--- config.mk ---
export PLATFORM = sky130hd
export DESIGN_NAME = ccc_lock_reset_seq
export DESIGN_NICKNAME = d
export VERILOG_FILES = /design/src/rtl/ccc_lock_reset_seq_pkg.sv /design/src/rtl/ccc_lock_reset_seq_lock_sync.sv /design/src/rtl/ccc_lock_reset_seq.sv
export SDC_FILE = /design/constraint.sdc
export NUM_CORES = 1
export LEC_CHECK = 0
export ABC_AREA = 0
export CORE_ASPECT_RATIO = 1.4
export CORE_MARGIN = 3
export CORE_UTILIZATION = 50
export DETAILED_ROUTE_END_ITERATION = 6
export PLACE_DENSITY = 0.75
export SYNTH_ARGS = -nofsm -noshare
export SYNTH_HDL_FRONTEND = slang
export SYNTH_SLANG_ARGS = --single-unit
--- constraint.sdc ---
create_clock -name FAB_CLK -period 2.35 [get_ports FAB_CLK]
set_clock_uncertainty 0.05 [all_clocks]
set_input_delay 0.47 -clock FAB_CLK [delete_from_list [all_inputs] [get_ports FAB_CLK]]
set_output_delay 0.47 -clock FAB_CLK [all_outputs]
set_load 0.05 [all_outputs]
--- src/rtl/ccc_lock_reset_seq_pkg.sv ---
// ---------------------------------------------------------------------------
// ccc_rst_pkg
//
// Shared types and constants for the CCC lock-qualified fabric reset
// sequencer (ccc_lock_reset_seq) and its lock synchronizer (lock_sync).
//
// Contents:
//   state_t              sequencer FSM state encoding
//   DEF_*                default values for the top-level parameters
//   CNT_W                width of the qualification / release-gap counter
//   LOSS_CNT_W           width of the lock-loss event counter
//   LOSS_CNT_SAT         value at which the lock-loss counter saturates
//   loss_cnt_sat_inc()   saturating increment for the lock-loss counter
// ---------------------------------------------------------------------------
package ccc_rst_pkg;

    // Sequencer states. The encoding is fixed so that the state register
    // reads back as a stable 2-bit code in netlists and debug probes.
    typedef enum logic [1:0] {
        S_WAIT     = 2'd0,  // all resets asserted, waiting for lock
        S_QUAL     = 2'd1,  // lock present, counting the stable period
        S_REL_CORE = 2'd2,  // core released, counting the release gap
        S_RUN      = 2'd3   // core and peripheral logic both released
    } state_t;

    // Default parameter values.
    localparam int DEF_LOCK_STABLE_CYCLES = 1024;
    localparam int DEF_RELEASE_GAP        = 64;
    localparam bit DEF_REQUIRE_MSS_LOCK   = 1'b1;

    // The shared counter must hold LOCK_STABLE_CYCLES-1 and RELEASE_GAP-1,
    // both of which are at most 65534.
    localparam int CNT_W = 16;

    // Lock-loss event counter.
    localparam int                    LOSS_CNT_W   = 8;
    localparam logic [LOSS_CNT_W-1:0] LOSS_CNT_SAT = 8'd255;

    // Increment that sticks at LOSS_CNT_SAT instead of wrapping to zero, so
    // software never mistakes a storm of lock losses for a quiet system.
    function automatic logic [LOSS_CNT_W-1:0] loss_cnt_sat_inc(
        input logic [LOSS_CNT_W-1:0] i_val
    );
        if (i_val == LOSS_CNT_SAT) begin
            return i_val;
        end
        return i_val + LOSS_CNT_W'(1);
    endfunction

endpackage : ccc_rst_pkg

--- src/rtl/ccc_lock_reset_seq_lock_sync.sv ---
// ---------------------------------------------------------------------------
// lock_sync
//
// Two-flop synchronizer that brings an asynchronous CCC lock level into the
// fabric clock domain. Both flops clear to 0 under reset, so a lock is never
// reported until it has been sampled twice after reset release.
//
// Ports:
//   i_clk     in  1  destination clock
//   i_rst_n   in  1  synchronous active-low reset
//   i_async   in  1  asynchronous level to synchronize
//   o_sync    out 1  synchronized level, two i_clk edges behind i_async
// ---------------------------------------------------------------------------
module lock_sync
    import ccc_rst_pkg::*;
(
    input  logic i_clk,
    input  logic i_rst_n,
    input  logic i_async,
    output logic o_sync
);

    logic r_meta;   // first stage, may go metastable
    logic r_sync;   // second stage, safe to fan out

    always_ff @(posedge i_clk) begin
        if (!i_rst_n) begin
            r_meta <= 1'b0;
            r_sync <= 1'b0;
        end else begin
            // NOTE: non-blocking assignments make both flops sample their
            // inputs at the same edge; blocking ones here would collapse
            // the two stages into one.
            r_meta <= i_async;
            r_sync <= r_meta;
        end
    end

    assign o_sync = r_sync;

endmodule : lock_sync

--- src/rtl/ccc_lock_reset_seq.sv ---
// ---------------------------------------------------------------------------
// ccc_lock_reset_seq
//
// Fabric reset sequencer sitting directly behind the MSS clock conditioning
// circuit. The CCC lock outputs are synchronized, combined into lock_ok and
// qualified for LOCK_STABLE_CYCLES consecutive cycles. Core logic is then
// released, followed RELEASE_GAP cycles later by the peripheral / CC3000
// interface logic. Any drop of lock_ok after core release is a lock-loss
// event: both resets re-assert, a sticky flag is set and a saturating event
// counter increments. A drop during qualification simply restarts it.
//
// Parameters:
//   LOCK_STABLE_CYCLES  1..65535  qualified-lock cycles before core release
//   RELEASE_GAP         1..65535  cycles from core release to periph release
//   REQUIRE_MSS_LOCK    1: lock_ok = FAB_LOCK & MSS_LOCK, 0: FAB_LOCK only
//
// Ports:
//   FAB_CLK         in  1  fabric clock, the only clock
//   M2F_RESET_N     in  1  synchronous active-low reset
//   FAB_LOCK        in  1  CCC fabric PLL lock, asynchronous
//   MSS_LOCK        in  1  CCC MSS PLL lock, asynchronous
//   LOSS_CLR        in  1  one-cycle pulse, clears LOCK_LOST and LOSS_COUNT
//   CORE_RESET_N    out 1  active-low reset for core fabric logic
//   PERIPH_RESET_N  out 1  active-low reset for peripheral logic
//   CLK_READY       out 1  high when both resets are released
//   LOCK_LOST       out 1  sticky: lock dropped after core release
//   LOSS_COUNT      out 8  saturating count of lock-loss events
//
// Latency, with E0 the edge at which the first synchronizer stage captures
// lock_ok=1: S_QUAL at E0+2, CORE_RESET_N high at E0+LOCK_STABLE_CYCLES+2,
// PERIPH_RESET_N / CLK_READY high at E0+LOCK_STABLE_CYCLES+RELEASE_GAP+2.
// A loss first captured at L0 is visible on every output at L0+2.
// ---------------------------------------------------------------------------
module ccc_lock_reset_seq
    import ccc_rst_pkg::*;
#(
    parameter int LOCK_STABLE_CYCLES = DEF_LOCK_STABLE_CYCLES,
    parameter int RELEASE_GAP        = DEF_RELEASE_GAP,
    parameter bit REQUIRE_MSS_LOCK   = DEF_REQUIRE_MSS_LOCK
) (
    input  logic                  FAB_CLK,
    input  logic                  M2F_RESET_N,
    input  logic                  FAB_LOCK,
    input  logic                  MSS_LOCK,
    input  logic                  LOSS_CLR,
    output logic                  CORE_RESET_N,
    output logic                  PERIPH_RESET_N,
    output logic                  CLK_READY,
    output logic                  LOCK_LOST,
    output logic [LOSS_CNT_W-1:0] LOSS_COUNT
);

    // Terminal counts: the counter runs 0..N-1, so N cycles are spent in
    // the counting state before the transition is taken.
    localparam logic [CNT_W-1:0] QUAL_LAST = CNT_W'(LOCK_STABLE_CYCLES - 1);
    localparam logic [CNT_W-1:0] GAP_LAST  = CNT_W'(RELEASE_GAP - 1);

    // -----------------------------------------------------------------------
    // Lock synchronization
    // -----------------------------------------------------------------------
    logic w_fab_s;
    logic w_mss_s;
    logic w_lock_ok;

    lock_sync u_fab_sync (
        .i_clk   (FAB_CLK),
        .i_rst_n (M2F_RESET_N),
        .i_async (FAB_LOCK),
        .o_sync  (w_fab_s)
    );

    lock_sync u_mss_sync (
        .i_clk   (FAB_CLK),
        .i_rst_n (M2F_RESET_N),
        .i_async (MSS_LOCK),
        .o_sync  (w_mss_s)
    );

    // With REQUIRE_MSS_LOCK=0 the MSS term is forced true and its
    // synchronizer output is ignored.
    assign w_lock_ok = w_fab_s & (w_mss_s | ~REQUIRE_MSS_LOCK);

    // -----------------------------------------------------------------------
    // Sequencer state
    // -----------------------------------------------------------------------
    state_t           r_state;
    state_t           w_state_nxt;
    logic [CNT_W-1:0] r_cnt;
    logic [CNT_W-1:0] w_cnt_nxt;
    logic             w_loss;       // lock-loss event this cycle

    always_comb begin
        // NOTE: every signal written here gets a default before the case, so
        // no path leaves one unassigned and no latch is inferred.
        w_state_nxt = r_state;
        w_cnt_nxt   = r_cnt;
        w_loss      = 1'b0;

        case (r_state)
            S_WAIT: begin
                w_cnt_nxt = '0;
                if (w_lock_ok) begin
                    w_state_nxt = S_QUAL;
                end
            end

            S_QUAL: begin
                // A glitch during qualification is not a loss event; it
                // just throws away the partial stable period.
                if (!w_lock_ok) begin
                    w_state_nxt = S_WAIT;
                    w_cnt_nxt   = '0;
                end else if (r_cnt == QUAL_LAST) begin
                    w_state_nxt = S_REL_CORE;
                    w_cnt_nxt   = '0;
                end else begin
                    w_cnt_nxt = r_cnt + CNT_W'(1);
                end
            end

            S_REL_CORE: begin
                if (!w_lock_ok) begin
                    w_state_nxt = S_WAIT;
                    w_cnt_nxt   = '0;
                    w_loss      = 1'b1;
                end else if (r_cnt == GAP_LAST) begin
                    w_state_nxt = S_RUN;
                    w_cnt_nxt   = '0;
                end else begin
                    w_cnt_nxt = r_cnt + CNT_W'(1);
                end
            end

            S_RUN: begin
                if (!w_lock_ok) begin
                    w_state_nxt = S_WAIT;
                    w_cnt_nxt   = '0;
                    w_loss      = 1'b1;
                end
            end

            default: begin
                w_state_nxt = S_WAIT;
                w_cnt_nxt   = '0;
            end
        endcase
    end

    // -----------------------------------------------------------------------
    // Registered state and outputs
    // -----------------------------------------------------------------------
    logic                  r_core_rst_n;
    logic                  r_run;          // drives PERIPH_RESET_N and CLK_READY
    logic                  r_lock_lost;
    logic [LOSS_CNT_W-1:0] r_loss_count;

    always_ff @(posedge FAB_CLK) begin
        if (!M2F_RESET_N) begin
            r_state      <= S_WAIT;
            r_cnt        <= '0;
            r_core_rst_n <= 1'b0;
            r_run        <= 1'b0;
            r_lock_lost  <= 1'b0;
            r_loss_count <= '0;
        end else begin
            r_state <= w_state_nxt;
            r_cnt   <= w_cnt_nxt;

            // Resets are decoded from the next state so they change on the
            // same edge as the state register, glitch-free.
            r_core_rst_n <= (w_state_nxt == S_REL_CORE) || (w_state_nxt == S_RUN);
            r_run        <= (w_state_nxt == S_RUN);

            // A clear coinciding with a loss event is applied first, so the
            // event still registers: flag set, counter restarts at 1.
            if (w_loss) begin
                r_lock_lost  <= 1'b1;
                r_loss_count <= LOSS_CLR ? LOSS_CNT_W'(1)
                                         : loss_cnt_sat_inc(r_loss_count);
            end else if (LOSS_CLR) begin
                r_lock_lost  <= 1'b0;
                r_loss_count <= '0;
            end
        end
    end

    assign CORE_RESET_N   = r_core_rst_n;
    assign PERIPH_RESET_N = r_run;
    assign CLK_READY      = r_run;
    assign LOCK_LOST      = r_lock_lost;
    assign LOSS_COUNT     = r_loss_count;

endmodule : ccc_lock_reset_seq

==> results.md <==
- Gp weighted congestion: 0.884
- Lkg Pwr: 0.668 nW
- Final Hold Slack: 0.385 ns
- Die width: 53.7 um
- Post-synth top flop: dfxtp_1
- Antenna violations before repair: 0
- Req. time, crit path: 2.52 ns
- Number of max-slew violations in the final report: 0
- Yosys top cell area share: 0.403
- RSZ-0062 raised after global routing: false
- Cells on worst reg2reg path: 6
- Clock sink total: 32
- Crit path cell chain: ha_2, or4bb_4, or4_4, o31ai_4, o32ai_2, a21boi_2
- Crit path max fanout: 4
- EDFF count, synth: 0
- Hold buffers post-CTS: 0
- Clock Path Buffers: 2
- Worst skew pair latency: 0.28 ns
- Syn. warnings: 0
- Final setup viols: 0
- Largest area contributor in the netlist: dfxtp_1
- Utilization after layout: 0.657
- Worst-margin pin slew: 0.583 ns
- Die Span Y: 72.7 um
- GRT overflow: 0
- Row count: 23
- Mapped cell area: 0.00159 mm2
- Register area share after synthesis: 0.403
- Worst path max stage delay: 0.56 ns
- Core region area: 0.00296 mm2
- Htree depth: 2
- First-pass GRT wire length: 5800 um
- Number of unique standard cell types used by synthesis: 48
- Post-DP HPWL: 2490 um
- Wirelength, routed: 3420 um
- Fin crit share: 0.967
- Setup TNS: 0 ns
- Clk slew on worst S/H paths: 0.07 ns
- CTS tree: built
- Slew margin rel.: 0.608
- Nets: 216
- Overall routing resource usage: 0.203
- Outcome: complete, no violations
- Max Cap Violations: 0
- Cell Count Post-Placement: 234
- Root Buffer: clkbuf_8
- Synth Area per Inst: 8.74 um2
- Pwr dens: 559 mW/mm2
- Worst min path class: reg -> reg
- Routed Antenna Nets: 0
- Top cells by area, synth: dfxtp_1, nand2_1, nor2_1, xor2_1, ha_1
- Share of layout cells above drive strength 1: 0.141
- Largest net degree at the start of global routing: 13
- Drt wl/cell: 14.1 um
- Area Overhead vs Synth: 22.4%
- Worst Setup Slack post-DPL: 0.0574 ns
- Final WS setup: 0.0765 ns
- Hold Path Stages: 1
- Vias per cell: 5.61
- Diodes inserted: 0
- Fin cells: 243
- Final hold violation count: 0
- DR pass1 iterations: 4
- Die ar.: 0.00390 mm2
- DR vias: 1,363
- Mapped Nets: 193
- Critical Setup Path Class: reg -> reg
- Arr. time, crit path: 2.45 ns
- Detailed Route Iter0 Violations: 48
- Fmax: 0.440 GHz
- Initial Util: 0.537
- Crit-path slowest cell: or4_4
- Worst vdd ir: 0.474 mV
- #FFs+latches synth: 32
- Asr flop ratio synth: 0
- Min Tclk post-route: 2.27 ns
- Num CTS Buffers: 5
- Worst Setup Start Kind: flop
- DRC Markers: 0
- Boundary pin count: 17
- Port bufs: 16
- Critical path capture point type: flop
- Vias in the first global route: 1,358
- Gate Count Post-Synth: 182
-- sequential cells by signal (all words and copies together), names as in the netlist --
register,flops
CLK_READY,1
LOCK_LOST,1
LOSS_COUNT,8
r_cnt,16
r_state,2
u_fab_sync.o_sync,1
u_fab_sync.r_meta,1
u_mss_sync.o_sync,1
u_mss_sync.r_meta,1
-- synth_stat cells (2+ instances only) --
cell type   n
clkbuf_1    3
nand3_1     5
ha_1        6
xor2_1      9
inv_1       4
nand2_1    27
a21oi_1    10
or4_4       3
and3_1      4
mux2i_1     2
o21ai_0     3
nor4_1      4
dfxtp_1    32
nand4_1     5
nand3b_1    2
nor2_1     22
xnor2_1     5
buf_4       2
and2_1      4
nor2b_1     2
-- power breakdown --
| group | switching, W | total [W] | internal, W |
|---|---|---|---|
| combinational | 0.0000125 | 0.0000253 | 0.0000128 |
| sequential | 0.00000367 | 0.000550 | 0.000546 |
| clock | 0.000199 | 0.000513 | 0.000314 |
| total | 0.000215 | 0.00109 | 0.000874 |
-- kinds of logic (layout without fill, tap and decap cells) --
family,Yosys count,count (layout),synth area share
AO/OA/AOI/OAI,29,29,0.132
buffers and inverters,10,34,0.0291
flip-flops,32,32,0.403
multiplexers,2,2,0.0126
AND/OR/NAND/NOR,89,89,0.299
XOR/XNOR,14,14,0.0771
adder cells (fa/ha/maj),6,6,0.0472
-- final cells by class --
cell class                 instances  area (um2)
clock inverter                     2        35.0
tap                               37        46.3
clock buffer                       6        72.6
inverter                           4        15.0
fill                             234        1020
sequential                        32         644
multi-input combinational        140         928
timing repair buffer              22         205
-- metrics by stage --
stage | total power (W) | area (um2)
after global placement | 0.000586 | 1800
after detailed placement | 0.000587 | 1800
final | 0.00109 | 1950
after CTS | 0.00110 | 1910
after floorplan | 0.000575 | 1590
after global routing | 0.00113 | 1950
-- worst paths after layout --
path | start | to | slack (ns)
hold / removal | u_fab_sync.r_meta | u_fab_sync.o_sync | 0.38
setup reg to reg | r_cnt[0] | CLK_READY | 0.08
hold reg to reg | u_fab_sync.r_meta | u_fab_sync.o_sync | 0.38
setup / recovery | r_cnt[0] | CLK_READY | 0.08
-- cells in the final DEF, fill, tap and decap left out, types with 2 or more instances in the layout --
cell             Yosys  final
o21ai_0              3      3
dfxtp_2              0      3
mux2i_1              2      2
or4_4                3      3
nand4_1              5      5
xnor2_1              5      5
nor2b_1              2      2
a21oi_1             10     10
inv_1                4      4
nor2_1              22     22
clkdlybuf4s50_1      0     16
buf_4                2      6
clkbuf_8             0      5
and2_1               4      4
nand2_1             27     27
nand3_1              5      5
dfxtp_1             32     29
ha_1                 6      5
xor2_1               9      9
and3_1               4      4
nand3b_1             2      2
nor4_1               4      3
-- per-layer routing --
layer	GRT usage	wire length (um)
met1	0.226	1440
met2	0.344	1800
met3	0.0654	138
met4	0.0881	51
met5	0	0
-- timing repair --
item	CTS	global route
resized for setup	0	6
endpoints found under the setup margin	0	13
setup buffers	0	1
-- worst max-delay path: cells and delay by family, from the launching register on --
kind,cells,cell delay [ns]
flip-flops,1,0.35
adder cells (fa/ha/maj),1,0.20
AO/OA/AOI/OAI,3,0.55
AND/OR/NAND/NOR,2,1.06
No activity file was read; power rests on OpenSTA's default activity.
